`config.mk`:
```
export PLATFORM = sky130hd
export DESIGN_NAME = ttl_74356_param_flat
export DESIGN_NICKNAME = d
export VERILOG_FILES = /design/src/rtl/ttl_74356_param_if.sv /design/src/rtl/ttl_74356_param.sv /design/src/flat_wrapper.sv
export SDC_FILE = /design/constraint.sdc
export NUM_CORES = 1
export LEC_CHECK = 0
export ABC_CLOCK_PERIOD_IN_PS = 1750
export BUFFER_PORTS_ARGS = -buffer_cell sky130_fd_sc_hd__buf_4
export CORE_AREA = 2 2 39 41
export CTS_CLUSTER_DIAMETER = 30
export DETAILED_ROUTE_END_ITERATION = 10
export DIE_AREA = 0 0 41 43
export PLACE_DENSITY = 0.52
export SETUP_SLACK_MARGIN = 0.05
export SYNTH_ARGS = -nofsm -noshare
export SYNTH_HDL_FRONTEND = slang
export SYNTH_SLANG_ARGS = --single-unit
```
`constraint.sdc`:
```
create_clock -name Clk -period 1.75 [get_ports Clk]
set_input_delay 0.35 -clock Clk [delete_from_list [all_inputs] [get_ports Clk]]
set_output_delay 0.35 -clock Clk [all_outputs]
set_load 0.02 [all_outputs]
```
`src/rtl/ttl_74356_param_if.sv`:
```
// rtl/ttl_74356_param_if.sv - select/enable/data inputs and registered outputs of the clocked data selector
interface ttl_74356_param_if #(
   parameter int WIDTH_IN = 8
);
   localparam int WIDTH_SELECT = $clog2(WIDTH_IN);

   logic                    Enable_bar;
   logic                    Load_bar;
   logic [WIDTH_SELECT-1:0] Select;
   logic [WIDTH_IN-1:0]     D;
   logic                    Y;
   logic                    Y_bar;
   logic                    Select_Error;

   // Driver side: supplies controls and data, observes the registered outputs.
   modport master (
      output Enable_bar, Load_bar, Select, D,
      input  Y, Y_bar, Select_Error
   );

   // Selector side.
   modport slave (
      input  Enable_bar, Load_bar, Select, D,
      output Y, Y_bar, Select_Error
   );
endinterface

```
`src/rtl/ttl_74356_param.sv`:
```
// rtl/ttl_74356_param.sv - clocked parametrised data selector; optional D input register via TTL_74356_DATA_REG_EN
module ttl_74356_param #(
   parameter int WIDTH_IN   = 8,
   parameter int DELAY_RISE = 0,
   parameter int DELAY_FALL = 0
) (
   input logic               Clk,
   input logic               Clear_bar,
   ttl_74356_param_if.slave  bus
);
   localparam int WIDTH_SELECT = $clog2(WIDTH_IN);

   // The rise/fall delays describe the timing of the physical part; the
   // registers themselves are zero-delay, so only sanity-check the values.
   if (WIDTH_IN < 2 || DELAY_RISE < 0 || DELAY_FALL < 0) begin : g_bad_param
      $error("ttl_74356_param: WIDTH_IN must be >= 2 and delays non-negative");
   end

   logic [WIDTH_SELECT-1:0] s_reg;
   logic                    q;
   logic                    err;
   logic [WIDTH_IN-1:0]     dsrc;
   logic                    sel_bit;
   logic                    s_out_of_range;

`ifdef TTL_74356_DATA_REG_EN
   logic [WIDTH_IN-1:0] d_reg;

   // Data input register: adds one edge of D-to-Y latency, cleared with the rest.
   always_ff @(posedge Clk or negedge Clear_bar) begin
      if (!Clear_bar) begin
         d_reg <= '0;
      end else begin
         d_reg <= bus.D;
      end
   end

   assign dsrc = d_reg;
`else
   assign dsrc = bus.D;
`endif

   // Range check done at 32 bits so it stays meaningful for any WIDTH_IN.
   assign s_out_of_range = (int'(s_reg) >= WIDTH_IN);

   // Mux by explicit compare so select codes past WIDTH_IN never index out of range.
   always_comb begin
      sel_bit = 1'b0;
      for (int i = 0; i < WIDTH_IN; i++) begin
         if (s_reg == WIDTH_SELECT'(i)) begin
            sel_bit = dsrc[i];
         end
      end
   end

   // Select register, error flag and output register; Q and Err use the pre-edge S_reg.
   always_ff @(posedge Clk or negedge Clear_bar) begin
      if (!Clear_bar) begin
         s_reg <= '0;
         q     <= 1'b0;
         err   <= 1'b0;
      end else begin
         if (!bus.Load_bar) begin
            s_reg <= bus.Select;
         end
         err <= s_out_of_range;
         q   <= (bus.Enable_bar || s_out_of_range) ? 1'b0 : sel_bit;
      end
   end

   assign bus.Y            = q;
   assign bus.Y_bar        = ~q;
   assign bus.Select_Error = err;
endmodule

```
`src/flat_wrapper.sv`:
```
// flat-port wrapper written by rule: the top's interface ports become plain ports
module ttl_74356_param_flat 
#(
   parameter int WIDTH_IN   = 8,
   parameter int DELAY_RISE = 0,
   parameter int DELAY_FALL = 0
)
  (Clk, Clear_bar, bus_Enable_bar, bus_Load_bar, bus_Select, bus_D, bus_Y, bus_Y_bar, bus_Select_Error);
  ttl_74356_param_if #(.WIDTH_IN(WIDTH_IN)) bus_i ();
  input logic Clk;
  input logic Clear_bar;
  input wire logic [$bits(bus_i.Enable_bar)-1:0] bus_Enable_bar;
  input wire logic [$bits(bus_i.Load_bar)-1:0] bus_Load_bar;
  input wire logic [$bits(bus_i.Select)-1:0] bus_Select;
  input wire logic [$bits(bus_i.D)-1:0] bus_D;
  output wire logic [$bits(bus_i.Y)-1:0] bus_Y;
  output wire logic [$bits(bus_i.Y_bar)-1:0] bus_Y_bar;
  output wire logic [$bits(bus_i.Select_Error)-1:0] bus_Select_Error;
  assign bus_i.Enable_bar = bus_Enable_bar;
  assign bus_i.Load_bar = bus_Load_bar;
  assign bus_i.Select = bus_Select;
  assign bus_i.D = bus_D;
  assign bus_Y = bus_i.Y;
  assign bus_Y_bar = bus_i.Y_bar;
  assign bus_Select_Error = bus_i.Select_Error;
  ttl_74356_param #(.WIDTH_IN(WIDTH_IN), .DELAY_RISE(DELAY_RISE), .DELAY_FALL(DELAY_FALL)) u_core (.Clk(Clk), .Clear_bar(Clear_bar), .bus(bus_i));
endmodule
```
# Word level (Yosys, flattened, before mapping)
# Index checks and enable logic that the tools add are counted.
[word_totals]
regBits = 4
latchBits = 0
ramBits = 0
mem_bits_ro = 0
in_bits = 15
out_inout_bits = 3
elab_cells = 20
mem_count = 0
[classes]
add_sub_neg = 0
mul = 0
n_div = 0
order_cmp = 0
n_eq_ne = 7
shifts = 0
n_mux = 9
n_bitwise = 1
n_reduce_logical = 1
[op_table]
columns = ["op", "count"]
rows = [
  ["3-bit equality test, second input constant", 4],
  ["1-bit two-way mux", 9],
  ["3-bit by 2-bit equality test with 1-bit output, second input constant", 2],
  ["3-bit by 1-bit equality test with 1-bit output, second input constant", 1],
  ["3-bit logical NOT", 1],
  ["1-bit NOT", 1],
]

# Longest topological paths before layout
[logic_depth]
word_depth = 10
ltp_mapped = 3
depth_no_buf = 3

# Worst setup path after synthesis
# No wires, ideal clock.
[synth_path]
kind = "reg2reg"
start = "reg u_core.s_reg[0]"
end = "reg u_core.q (netlist: u_core.bus.Y)"
setup_time_ps = 133
t_arrival_ps = 1030
slack_ps = 587
path_stages_with_launch = 4
period_less_slack_ps = 1163
cell_sequence = "dfrtp_1 mux4_1 nor2_1 a311oi_1"
[synth_via]
elab_chain_cells = 10
elab_cells_between_ends = 17
cone_classes = "eq/ne: 7; mux: 9; reduce/logical: 1"
[synth_rtl]
columns = ["item", "line_no", "source"]
rows = [
  ["start, declared", "ttl_74356_param.sv:19", "logic [WIDTH_SELECT-1:0] s_reg;"],
  ["start signal, assigned", "ttl_74356_param.sv:64", "s_reg <= bus.Select;"],
  ["3-bit logical NOT", "ttl_74356_param.sv:50", "if (s_reg == WIDTH_SELECT'(i)) begin"],
  ["1-bit two-way mux (7 in a row)", "ttl_74356_param.sv:50", ""],
  ["1-bit two-way mux *", "ttl_74356_param.sv:50", ""],
  ["1-bit two-way mux *", "ttl_74356_param.sv:67", "q <= (bus.Enable_bar || s_out_of_range) ? 1'b0 : sel_bit;"],
  ["end signal, assigned", "ttl_74356_param.sv:67", ""],
  ["end, declared", "ttl_74356_param.sv:20", "logic q;"],
]
# Every way passes the cells marked *; elsewhere a longest branch is shown, timed or not.
# A chain may end at the register's enable or synchronous reset.

# Worst setup path after layout
# Same ends and word-level chain as after synthesis.

==> flow_metrics.py <==
metrics = {
    "cts": {
        "root_buffer": "clkbuf_4",
        "clock_latency_ns": 0.24,
        "cts_buffer_depth": 2,
        "cts_hold_buf": 1,
        "clock_sinks": 4,
        "post_cts_buffers": 0,
        "ctsResizeCount": 0,
        "cts_tree": "yes",
        "h-tree-depth": 1,
        "numCtsBuffers": 3,
        "clk_pin_slew_ns": 0.04,
    },
    "sta": {
        "period_needed_ns": 1.22,
        "rsz0062_at_grt": "false",
        "hold_viol": 0,
        "finalSetupViolCount": 0,
        "max_freq_mhz": 818,
        "slew_violations": 0,
        "period_share": 0.699,
        "fin_skew_ns": 0.00551,
        "tns_ns": 0,
    },
    "logic_synthesis": {
        "syn_area_sq_um": 223,
        "synth-seq-cells": 4,
        "yosys.area.top_type_share": 0.449,
        "synth_area_leaders": "dfrtp_1 (45%), mux2_2 (15%), mux4_1 (12%)",
        "ys_seq_area_frac": 0.449,
        "yosys.area.top_type": "dfrtp_1",
        "ys_warn_count": 0,
        "ys_types": 10,
        "synthesis.nets": 33,
        "avgSynthCellArea_sq_um": 12.4,
        "syn_inst": 18,
    },
    "critical_path": {
        "path_class": "reg2reg",
        "crit_path_max_fanout": 4,
        "path_cells": "mux4_1 > nor2_1 > a311oi_1",
        "cp_slowest_cell": "mux4_1",
        "cpPeakStageDelay_ns": 0.56,
        "worstRegToRegCells": 3,
        "critPathArrivalTime_ns": 1.34,
        "cp_data_required_time_ns": 1.86,
        "crit_path_end_kind": "flop",
        "critPathLaunchType": "flop",
    },
    "detailed_routing": {
        "drtPass1Iterations": 2,
        "num_vias": 207,
        "drt_wl_total_microns": 525,
        "drcViolationCount": 0,
        "ant_nets": 0,
        "viasPerCell": 3.91,
        "drt_iter0_markers": 2,
        "routedWlPerCell_microns": 9.91,
    },
    "place": {
        "dp_hpwl_microns": 420,
        "io_buffers": 16,
        "gp_congestion": 0.660,
        "placedInstanceArea_sq_um": 355,
    },
    "power": {
        "irDropWorstVdd_mv": 0.422,
        "power_frac_seq": 0.369,
        "switching_share": 0.254,
        "p_leak_uw": 0.000200,
        "pwr-share-clk": 0.389,
        "switchingPower_uw": 77.0,
        "p_comb_frac": 0.241,
        "intPower_uw": 227,
        "p_per_area_nw_per_um2": 782,
    },
    "global_route": {
        "antenna_found_initial": 0,
        "grt_start_max_net_pins": 5,
        "grt_pass1_vias": 177,
        "grt_util_all_layers": 0.0676,
        "grt_pass1_wl_microns": 738,
        "grt_overflow": 0,
    },
    "hold_path": {
        "min_path_type": "in2reg",
        "holdPathStages": 2,
    },
    "final_layout": {
        "antenna_cells": 0,
        "area_growth_pct": 74.2,
        "largest_reg_flops": 3,
        "fin_area_sq_um": 388,
        "finalNetCount": 54,
        "final_common_cell": "buf_4",
        "final_cell_mix": "buf_4 (16), dfrtp_1 (4), mux2_2 (3), clkbuf_4 (3)",
        "drive_above_1_share": 0.595,
    },
    "die": {
        "top_level_ports": 18,
        "fp.dieArea_sq_um": 1760,
        "start_util": 0.161,
        "die_h_microns": 43,
        "rows": 14,
        "die_w_microns": 41,
        "core_area_sq_um": 1380,
    },
    "outcome": {
        "outcome": "finished clean",
    },
    "run": {
        "drv_cap": 0,
    },
}
[cell families (layout without fill, tap and decap cells)]
logic type / count (synthesis) / in the layout / share of synthesized area
AO/OA/AOI/OAI: 2 / 2 / 0.0731
buffers and inverters: 3 / 22 / 0.0674
flip-flops: 4 / 4 / 0.449
multiplexers: 6 / 6 / 0.360
other: 1 / 1 / 0.0168
AND/OR/NAND/NOR: 2 / 2 / 0.0337
[power by group through the flow]
| stage | Sequential [uW] | Clock (uW) | Combinational (uW) |
|---|---|---|---|
| 6_report | 112 | 118 | 73.1 |
| 5_1_grt | 114 | 131 | 80.7 |
| 4_1_cts | 112 | 123 | 74.6 |
| 3_5_place_dp | 114 | 0 | 72.2 |
| 3_3_place_gp | 114 | 0 | 71.3 |
| 2_1_floorplan | 115 | 0 | 32.2 |
[critical path: cells and delay by family (launching register included)]
kind	cells	cell delay, ns
simple gates	1	0.10
mux	1	0.56
compound gates	1	0.05
flops	1	0.38
[routing by layer]
| layer | global-route usage | vias up | wire [microns] |
|---|---|---|---|
| met5 | 0 | - | 0 |
| met4 | 0.0400 | 0 | 0 |
| met3 | 0.0681 | 0 | 123 |
| met2 | 0.0656 | 19 | 181 |
| met1 | 0.0882 | 87 | 221 |
| li1 | - | 101 | - |
[worst paths after layout]
check	end	slack, ns	start
hold / removal	u_core.s_reg[2]$_DFFE_PN0N_	0.34	bus_Select[2]
min in group asynchronous	u_core.bus.Y$_DFF_PN0_	0.44	Clear_bar
setup / recovery	u_core.bus.Y$_DFF_PN0_	0.53	u_core.s_reg[0]$_DFFE_PN0N_
setup reg to reg	u_core.bus.Y$_DFF_PN0_	0.53	u_core.s_reg[0]$_DFFE_PN0N_
hold reg to reg	u_core.bus.Y$_DFF_PN0_	0.53	u_core.s_reg[0]$_DFFE_PN0N_
max in group asynchronous	u_core.s_reg[1]$_DFFE_PN0N_	1.20	Clear_bar
[metrics by stage]
stage | total power [uW] | worst slack (ns) | hold slack (ns) | utilization | cells
3_3_place_gp | 185 | 0.521 | 0.150 | 0.257 | 49
3_5_place_dp | 186 | 0.505 | 0.149 | 0.257 | 49
2_1_floorplan | 147 | 0.587 | 0.0544 | - | 18
6_report | 303 | 0.527 | 0.340 | 0.280 | 53
5_1_grt | 325 | 0.437 | 0.343 | 0.280 | 53
4_1_cts | 310 | 0.508 | 0.337 | 0.280 | 53
[synth_stat cells, drive strengths merged]
cell	number
mux2i	2
conb	1
a311oi	1
inv	2
nor2	2
a21o	1
buf	1
mux2	3
mux4	1
dfrtp	4
[area by class of cell]
class,count,area [sq um]
multi-input combinational,11,108
tap,16,20.0
sequential,4,100
fill,150,996
inverter,2,7.51
timing repair buffer,17,130
clock buffer,3,22.5
Power figures use the tool's default switching activity.
